<file path="src/rtl/tdt_dmi_arb_pkg.sv">
// rtl/tdt_dmi_arb_pkg.sv - shared types and constants for the DMI arbiter
package tdt_dmi_arb_pkg;

  typedef enum logic [1:0] {
    ST_IDLE   = 2'd0,
    ST_SETUP  = 2'd1,
    ST_ACCESS = 2'd2,
    ST_RESP   = 2'd3
  } state_t;

  localparam logic [1:0] DMI_OP_READ  = 2'b01;
  localparam logic [1:0] DMI_OP_WRITE = 2'b10;

  localparam logic REQ0 = 1'b0;
  localparam logic REQ1 = 1'b1;

  function automatic logic op_valid(input logic [1:0] flg);
    return (flg == DMI_OP_READ) || (flg == DMI_OP_WRITE);
  endfunction

endpackage

</file>
<file path="src/rtl/tdt_dmi_arb_req_latch.sv">
// rtl/tdt_dmi_arb_req_latch.sv - holds one requester's pending DMI op
// A new valid op wins over the completion clear in the same cycle.
module tdt_dmi_arb_req_latch
  import tdt_dmi_arb_pkg::*;
#(
  parameter int DTM_ABITS = 16
) (
  input  logic                 clk,
  input  logic                 trst_b,
  input  logic                 vld,
  input  logic [DTM_ABITS-1:0] req_addr,
  input  logic [1:0]           req_flg,
  input  logic [31:0]          req_wdata,
  input  logic                 clr,
  output logic                 pend,
  output logic [DTM_ABITS-1:0] addr,
  output logic [1:0]           flg,
  output logic [31:0]          wdata
);

  logic take;

  // Requests arriving while already pending are dropped unless the slot frees now.
  assign take = vld && op_valid(req_flg) && (!pend || clr);

  always_ff @(posedge clk) begin
    if (!trst_b) begin
      pend  <= 1'b0;
      addr  <= '0;
      flg   <= '0;
      wdata <= '0;
    end else if (take) begin
      pend  <= 1'b1;
      addr  <= req_addr;
      flg   <= req_flg;
      wdata <= req_wdata;
    end else if (clr) begin
      pend  <= 1'b0;
    end
  end

endmodule

</file>
<file path="src/rtl/tdt_dmi_arb.sv">
// rtl/tdt_dmi_arb.sv - two-requester round-robin DMI arbiter and APB master
// Outputs are registered from next-state decode so they align with the state register.
module tdt_dmi_arb
  import tdt_dmi_arb_pkg::*;
#(
  parameter int DTM_ABITS      = 16,
  parameter int TIMEOUT_CYCLES = 255
) (
  input  logic                 tclk,
  input  logic                 trst_b,
  input  logic                 req0_vld,
  input  logic [DTM_ABITS-1:0] req0_addr,
  input  logic [1:0]           req0_flg,
  input  logic [31:0]          req0_wdata,
  output logic                 req0_ready,
  output logic [31:0]          req0_rdata,
  output logic                 req0_err,
  input  logic                 req1_vld,
  input  logic [DTM_ABITS-1:0] req1_addr,
  input  logic [1:0]           req1_flg,
  input  logic [31:0]          req1_wdata,
  output logic                 req1_ready,
  output logic [31:0]          req1_rdata,
  output logic                 req1_err,
  output logic [DTM_ABITS-1:0] paddr,
  output logic                 psel,
  output logic                 penable,
  output logic                 pwrite,
  output logic [31:0]          pwdata,
  input  logic [31:0]          prdata,
  input  logic                 pready,
  input  logic                 pslverr
);

  state_t state, next_state;
  logic   gnt, gnt_next, last_grant;
  logic [7:0] cnt;
  logic   timeout;

  logic [1:0]           pend, clr;
  logic [DTM_ABITS-1:0] lat_addr  [2];
  logic [1:0]           lat_flg   [2];
  logic [31:0]          lat_wdata [2];

  logic                 psel_d, penable_d, pwrite_d, rsp_d, err_d;
  logic [DTM_ABITS-1:0] paddr_d;
  logic [31:0]          pwdata_d, rdata_d;

  assign clr[0]  = (state == ST_RESP) && (gnt == REQ0);
  assign clr[1]  = (state == ST_RESP) && (gnt == REQ1);
  assign timeout = (cnt == 8'(TIMEOUT_CYCLES));

  tdt_dmi_arb_req_latch #(.DTM_ABITS(DTM_ABITS)) u_latch0 (
    .clk(tclk), .trst_b(trst_b), .vld(req0_vld), .req_addr(req0_addr),
    .req_flg(req0_flg), .req_wdata(req0_wdata), .clr(clr[0]), .pend(pend[0]),
    .addr(lat_addr[0]), .flg(lat_flg[0]), .wdata(lat_wdata[0])
  );

  tdt_dmi_arb_req_latch #(.DTM_ABITS(DTM_ABITS)) u_latch1 (
    .clk(tclk), .trst_b(trst_b), .vld(req1_vld), .req_addr(req1_addr),
    .req_flg(req1_flg), .req_wdata(req1_wdata), .clr(clr[1]), .pend(pend[1]),
    .addr(lat_addr[1]), .flg(lat_flg[1]), .wdata(lat_wdata[1])
  );

  always_ff @(posedge tclk) begin
    if (!trst_b) state <= ST_IDLE;
    else         state <= next_state;
  end

  always_comb begin
    next_state = state;
    gnt_next   = gnt;
    case (state)
      ST_IDLE: begin
        if (|pend) begin
          next_state = ST_SETUP;
          gnt_next   = (&pend) ? ~last_grant : pend[1];
        end
      end
      ST_SETUP:  next_state = ST_ACCESS;
      ST_ACCESS: if (pready || timeout) next_state = ST_RESP;
      ST_RESP:   next_state = ST_IDLE;
      default:   next_state = ST_IDLE;
    endcase
  end

  always_comb begin
    psel_d    = (next_state == ST_SETUP) || (next_state == ST_ACCESS);
    penable_d = (next_state == ST_ACCESS);
    paddr_d   = paddr;
    pwrite_d  = pwrite;
    pwdata_d  = pwdata;
    if ((state == ST_IDLE) && (next_state == ST_SETUP)) begin
      paddr_d  = lat_addr[gnt_next];
      pwrite_d = (lat_flg[gnt_next] == DMI_OP_WRITE);
      pwdata_d = lat_wdata[gnt_next];
    end
    rsp_d   = (state == ST_ACCESS) && (next_state == ST_RESP);
    // A timeout abort reports zero data with error; a late pready still wins.
    rdata_d = pready ? prdata : 32'h0;
    err_d   = pready ? pslverr : 1'b1;
  end

  always_ff @(posedge tclk) begin
    if (!trst_b) begin
      gnt        <= REQ0;
      last_grant <= REQ1;
      cnt        <= '0;
      paddr      <= '0;
      psel       <= 1'b0;
      penable    <= 1'b0;
      pwrite     <= 1'b0;
      pwdata     <= '0;
      req0_ready <= 1'b0;
      req0_rdata <= '0;
      req0_err   <= 1'b0;
      req1_ready <= 1'b0;
      req1_rdata <= '0;
      req1_err   <= 1'b0;
    end else begin
      gnt <= gnt_next;
      if (state == ST_RESP) begin
        last_grant <= gnt;
        cnt        <= '0;
      end else if (next_state == ST_ACCESS) begin
        cnt <= cnt + 8'd1;
      end
      paddr      <= paddr_d;
      psel       <= psel_d;
      penable    <= penable_d;
      pwrite     <= pwrite_d;
      pwdata     <= pwdata_d;
      req0_ready <= rsp_d && (gnt == REQ0);
      req1_ready <= rsp_d && (gnt == REQ1);
      if (rsp_d && (gnt == REQ0)) begin
        req0_rdata <= rdata_d;
        req0_err   <= err_d;
      end
      if (rsp_d && (gnt == REQ1)) begin
        req1_rdata <= rdata_d;
        req1_err   <= err_d;
      end
    end
  end

endmodule
</file>
<file path="config.mk">
export PLATFORM = sky130hd
export DESIGN_NAME = tdt_dmi_arb
export DESIGN_NICKNAME = d
export VERILOG_FILES = /design/src/rtl/tdt_dmi_arb_pkg.sv /design/src/rtl/tdt_dmi_arb_req_latch.sv /design/src/rtl/tdt_dmi_arb.sv
export SDC_FILE = /design/constraint.sdc
export NUM_CORES = 1
export LEC_CHECK = 0
export CORE_MARGIN = 1.5
export CORE_UTILIZATION = 50
export DETAILED_ROUTE_END_ITERATION = 8
export DONT_BUFFER_PORTS = 1
export PLACE_DENSITY = 0.67
export SLEW_MARGIN = 20
export SYNTH_ARGS = -nofsm -noshare
export SYNTH_HDL_FRONTEND = slang
export SYNTH_SLANG_ARGS = --single-unit
</file>
<file path="constraint.sdc">
create_clock -name tclk -period 4.55 [get_ports tclk]
set_input_delay 0.91 -clock tclk [delete_from_list [all_inputs] [get_ports tclk]]
set_output_delay 0.91 -clock tclk [all_outputs]
set_load 0.01 [all_outputs]
</file>
Word-level counts from Yosys, hierarchy flattened
Index checks and enable logic that the tools add are counted.
{"block": "totals", "ff_bits": 233, "latch_bits": 0, "ramBits": 0, "rom_bits": 0, "inputBits": 138, "out_inout_bits": 119, "wordCells": 86, "n_memories": 0}
{"block": "classes", "n_addsub": 1, "mul": 0, "n_div": 0, "order_cmp": 1, "eq_ne": 12, "shifts": 0, "muxes": 21, "n_bitwise": 4, "reduce_logical": 24}
{"cell": "$mux 32", "n": 4}
{"cell": "$mux 16", "n": 3}
{"cell": "$eq 2x2->1 const B", "n": 7}
{"cell": "$logic_and 1x1->1", "n": 10}
{"cell": "$mux 2", "n": 5}
{"cell": "$add 8x1->8 const B", "n": 1}
{"cell": "$eq 2x1->1 const B", "n": 4}
{"cell": "$eq 8x8->1 const B", "n": 1}
{"cell": "$mux 1", "n": 8}
{"cell": "$pmux 2 s4", "n": 1}
{"cell": "$logic_or 1x1->1", "n": 6}
{"cell": "$reduce_bool 2->1", "n": 2}
{"cell": "$reduce_or 2->1", "n": 2}
{"cell": "$not 1->1", "n": 3}
{"cell": "$ge 2x2->1 const B", "n": 1}
{"cell": "$logic_not 1->1", "n": 2}
{"cell": "$logic_not 2->1", "n": 1}
{"cell": "$not 1->2", "n": 1}
{"cell": "$reduce_and 2->1", "n": 1}

Logic depth before layout (Yosys ltp)
{"block": "depth", "word_depth": 9, "ltp_mapped": 10, "ltp_nobuf": 7}

Cells and area by module
From an unflattened synthesis, not the netlist that was laid out.
{"block": "unflattened", "hier_cells": 1008, "area_unflattened_um2": 9228.9}
{"mod": "tdt_dmi_arb", "n_inst": 1, "cells_each": 564, "area_each_um2": 5190.0, "seq_area_each_um2": 2622.5}
{"mod": "tdt_dmi_arb_req_latch", "n_inst": 2, "cells_each": 222, "area_each_um2": 2019.4, "seq_area_each_um2": 1021.0}

Worst setup path after synthesis
Ideal clock, no wire load.
{"block": "synth_path", "path_kind": "input port to flip-flop", "from": "in pready", "to": "reg req0_err", "setup_time_ns": 0.126, "arrival_ns": 2.140, "required_ns": 4.424, "slack_ns": 2.284, "stages": 8, "path_buffers": 3, "cell_sequence": "clkbuf_1 > nor3_1 > a311o_2 > nand2_4 > nand4b_1 > buf_6 > buf_12 > mux2i_1"}
{"block": "synth_between", "elab_chain_cells": 6, "word_cells_on_any_way": 7, "classes_between": "eq/ne: 1; mux: 3; reduce/logical: 3"}
{"element": "start, declared", "line": "tdt_dmi_arb.sv:31", "text": "input logic pready,"}
{"element": "$logic_or 1x1->1", "line": "tdt_dmi_arb.sv:81", "text": "ST_ACCESS: if (pready || timeout) next_state = ST_RESP;"}
{"element": "$mux 2", "line": "tdt_dmi_arb.sv:81"}
{"element": "$pmux 2 s4", "line": "tdt_dmi_arb.sv:73", "text": "case (state)"}
{"element": "$eq 2x2->1", "line": "tdt_dmi_arb.sv:98", "text": "rsp_d = (state == ST_ACCESS) && (next_state == ST_RESP);"}
{"element": "$logic_and 1x1->1", "line": "tdt_dmi_arb.sv:98"}
{"element": "$logic_and 1x1->1", "line": "tdt_dmi_arb.sv:135", "text": "if (rsp_d && (gnt == REQ0)) begin"}
{"element": "end signal, assigned", "line": "tdt_dmi_arb.sv:137", "text": "req0_err <= err_d;"}
{"element": "end, declared", "line": "tdt_dmi_arb.sv:17", "text": "output logic req0_err,"}
Parallel ways exist; a longest one is shown, timed or not.
A chain may end at the register's enable or synchronous reset.

Final worst setup path
{"block": "layout_path", "from": "reg state[0]", "to": "reg u_latch0.wdata[7]"}
{"block": "layout_between", "elab_chain_cells": 4}
{"element": "start, declared", "line": "tdt_dmi_arb.sv:35", "text": "state_t state, next_state;"}
{"element": "start signal, assigned", "line": "tdt_dmi_arb.sv:67", "text": "else state <= next_state;"}
{"element": "$eq 2x2->1", "line": "tdt_dmi_arb.sv:49", "text": "assign clr[0] = (state == ST_RESP) && (gnt == REQ0);"}
{"element": "$logic_and 1x1->1", "line": "tdt_dmi_arb.sv:49"}
{"element": "$logic_or 1x1->1", "line": "tdt_dmi_arb_req_latch.sv:24", "text": "assign take = vld && op_valid(req_flg) && (!pend || clr);"}
{"element": "$logic_and 1x1->1", "line": "tdt_dmi_arb_req_latch.sv:24"}
{"element": "end signal, assigned", "line": "tdt_dmi_arb_req_latch.sv:36", "text": "wdata <= req_wdata;"}
{"element": "end, declared", "line": "tdt_dmi_arb_req_latch.sv:18", "text": "output logic [31:0] wdata"}
No other way between the ends.

==> key figures <==
Finish
  – Final net count: 1,103
  – Share of layout cells above drive strength 1: 5.924%
  – Layout Area Growth over Synthesis: 9.205%
  – Cell area after layout: 9663 sq um
  – Antenna Diode Count: 0

Logic synthesis
  – Cell area after synthesis: 8848 sq um
  – Sequential share of the synthesized area: 52.71%
  – Post-synthesis register bit count: 233
  – EDFF count, synth: 0
  – Ys flop type: dfxtp_1
  – Post-Syn Area per Cell: 8.813 sq um
  – Async S/R FF share, synth: 0%
  – Cell count after synthesis: 1,004
  – Post-Syn Nets: 1,146
  – Ys Warns: 0
  – Yosys cell types: 32

Clock tree
  – Inserted Clock Buffers: 24
  – Skew-Pair Late Insertion Delay: 500 ps
  – Root Buffer: clkbuf_16
  – TritonCTS clock tree: built
  – H-Tree Depth: 1
  – Clk buf depth: 3
  – Clk pin slew, worst setup/hold paths: 60 ps
  – Hold buffers post-CTS: 0
  – Post-CTS setup buffer count: 0
  – CTS Sinks: 233
  – Post-cts sizing count: 0

Timing
  – Period minus WS final: 2626 ps
  – Unrepaired setup endpoints after global routing: false
  – Fmax: 0.3808 GHz
  – Least-Margin Pin Slew: 1053 ps
  – Final Max Slew Viols: 0
  – Post-route setup slack: 1924 ps
  – Final hold viol count: 0
  – # setup viols final: 0
  – Final period utilization: 57.71%
  – Max-slew headroom: 29.79%
  – Setup Skew: 11.62 ps
  – Total Negative Setup Slacks: 0 ps

Detailed routing
  – Drt first pass iters: 7
  – WL/cell: 17.77 microns
  – Routed WL: 21,390 microns
  – Routed Antenna Nets: 0
  – Iter 0 DRT Violations: 287
  – DRC: 0
  – Routed vias: 6,600
  – Via-to-Cell Ratio: 5.482

Setup path
  – Worst Path Arrival: 3030 ps
  – Critical setup path kind: flip-flop to flip-flop
  – CP startpoint kind: flip-flop
  – Delay-heaviest family, CP: simple AND/OR/NAND/NOR gates
  – Critical-path top delay cell: nor2b_4
  – Crit path capture type: flip-flop
  – Max stage delay on crit path: 810 ps
  – Reg-to-Reg Start: state[0]$_SDFF_PN0_
  – Crit path max fanout: 32
  – Cell chain of the critical path: ha_1 > inv_1 > o21ai_0 > nor2b_4 > buf_4 > nand2_1 > a21oi_1
  – WP buf/inv: 2
  – Worst EP required: 4960 ps
  – Crit path from: state[0]$_SDFF_PN0_

Place
  – GPL Wtd Cong: 0.7756
  – Port buffer count: 0
  – Cell Area, Placed: 8862 sq um
  – Dpl ws: 1821 ps
  – Hpwl dp: 13,390 microns

Floorplan
  – Core area: 17,300 sq um
  – FP Rows: 48
  – Num ports: 257
  – Initial Utilization: 51.16%
  – Die Height: 136.0 microns
  – Full die area: 18,500 sq um
  – DIE WIDTH: 136.0 microns

GRT
  – Gr ovfl total: 0
  – First-pass GRT wire length: 32,510 microns
  – Grt met3 use: 8.725%
  – Maximum number of pins on one net before global-route repair: 155
  – Initial antenna violation count: 0
  – Vias in the first global route: 6,281
  – Met2 usage: 35.44%
  – Total GRT Usage: 21.91%
  – Most used routing layer: met2
  – Met1 Track Usage GR: 27.59%

Pwr
  – Sequential power share: 47.1%
  – P_leak: 4.098 nW
  – Sw frac: 30.67%
  – Clock share of power: 34.5%
  – Switching power total: 1.701 mW
  – Comb power frac: 18.5%
  – Power density cells: 573.8 nW/um^2
  – P_int: 3.845 mW
  – Peak VDD IR: 0.3101 mV

Outcome
  – Status: completed

Run
  – Maxcap violations: 0

Hold path
  – Hold Crit Class: flip-flop to flip-flop
  – Hold_sp: u_latch1.addr[10]$_SDFFE_PN0P_
-- metal layers --
layer / routed length, microns / share of wire [%] / vias to the layer above
li1: - / - / 3285
met1: 9082 / 42 / 3059
met2: 9554 / 45 / 230
met3: 2437 / 11 / 26
met4: 319 / 1.5 / 0
met5: 0 / 0 / -
-- state kept, by name, indices dropped and copies added, names as in the netlist, 8 cells and up --
signal / flops
u_latch0.wdata: 32
req1_rdata: 32
pwdata: 32
u_latch0.addr: 16
paddr: 16
u_latch1.addr: 16
req0_rdata: 32
cnt: 8
u_latch1.wdata: 32
-- layout by cell type (no fill, tap or decap), types with 2 or more instances in the layout --
cell type | netlist | routed
nand2_1 | 271 | 271
dfxtp_1 | 233 | 233
a21oi_1 | 157 | 155
mux2i_1 | 115 | 115
o21ai_0 | 54 | 54
nand3_1 | 38 | 36
clkbuf_16 | 0 | 25
nor2_1 | 15 | 15
xor2_1 | 8 | 8
clkbuf_1 | 64 | 8
buf_4 | 0 | 8
inv_1 | 6 | 6
clkinv_2 | 0 | 6
nand4_1 | 4 | 4
ha_1 | 4 | 4
clkbuf_8 | 0 | 4
nor3_1 | 2 | 2
nand4b_1 | 2 | 2
nand2b_1 | 2 | 2
a21oi_4 | 0 | 2
nand3_2 | 0 | 2
-- cell usage after synthesis, drive strengths merged, types with 2 or more instances --
cell	count	share of area, %
nor2	15	0.64
nor3	2	0.11
o21ai	54	3.1
nand3	38	2.1
mux2i	115	13
buf	15	1.8
nand4	4	0.28
a21oi	157	8.9
inv	7	0.30
nand4b	2	0.20
clkbuf	64	2.7
dfxtp	233	53
xor2	8	0.79
nand2b	2	0.14
nand2	273	12
ha	4	0.57
-- metrics by stage --
stage                     utilization, %  hold slack, ps  total power [mW]  cells
after detailed placement           51.24           445.6             3.633   1159
after global routing               55.87           469.9             5.829   1204
final                              55.87           452.0             5.545   1204
after CTS                          55.71           454.1             5.551   1203
after floorplan                        -           431.5             3.389   1004
after global placement             51.24           440.9             3.614   1159
-- final timing paths --
check / endpoint / slack (ps) / cells after the start
worst max-delay path: u_latch0.wdata[7]$_SDFFE_PN0P_ / 1920 / 7
worst min-delay path: u_latch1.addr[10]$_SDFFE_PN0P_ / 450 / 2
worst max register to register: u_latch0.wdata[7]$_SDFFE_PN0P_ / 1920 / 7
worst min register to register: u_latch1.addr[10]$_SDFFE_PN0P_ / 450 / 2
-- worst reg2reg max path, cell delays in order, from the launching register on --
cell     delay (ps)
dfxtp_1         360
ha_1            200
inv_1            80
o21ai_0         460
nor2b_4         810
buf_4           400
nand2_1         100
a21oi_1         130
-- power groups by stage --
| stage | registers, mW | logic, mW | clock network, mW |
|---|---|---|---|
| 2_1_floorplan | 2.58 | 0.808 | 0 |
| 3_3_place_gp | 2.66 | 0.959 | 0 |
| 3_5_place_dp | 2.65 | 0.981 | 0 |
| 4_1_cts | 2.61 | 0.989 | 1.95 |
| 5_1_grt | 2.64 | 1.15 | 2.04 |
| 6_report | 2.61 | 1.02 | 1.91 |
-- area by class of cell --
type | instances | area [sq um]
Multi-Input combinational cell | 685 | 3809
Fill cell | 1564 | 7634
Clock buffer | 37 | 710.7
Timing Repair Buffer | 10 | 107.6
Tap cell | 225 | 281.5
Inverter | 7 | 27.53
Clock inverter | 7 | 62.56
Sequential cell | 233 | 4664
-- kinds of logic after synthesis --
group,Yosys count,synth area share [%]
AO/OA/AOI/OAI,214,12.23
XOR/XNOR,8,0.7919
adder cells (fa/ha/maj),4,0.5656
buffers and inverters,86,4.793
flip-flops,233,52.71
multiplexers,115,13.01
AND/OR/NAND/NOR,344,15.89
(Power assumes the default switching activity.)
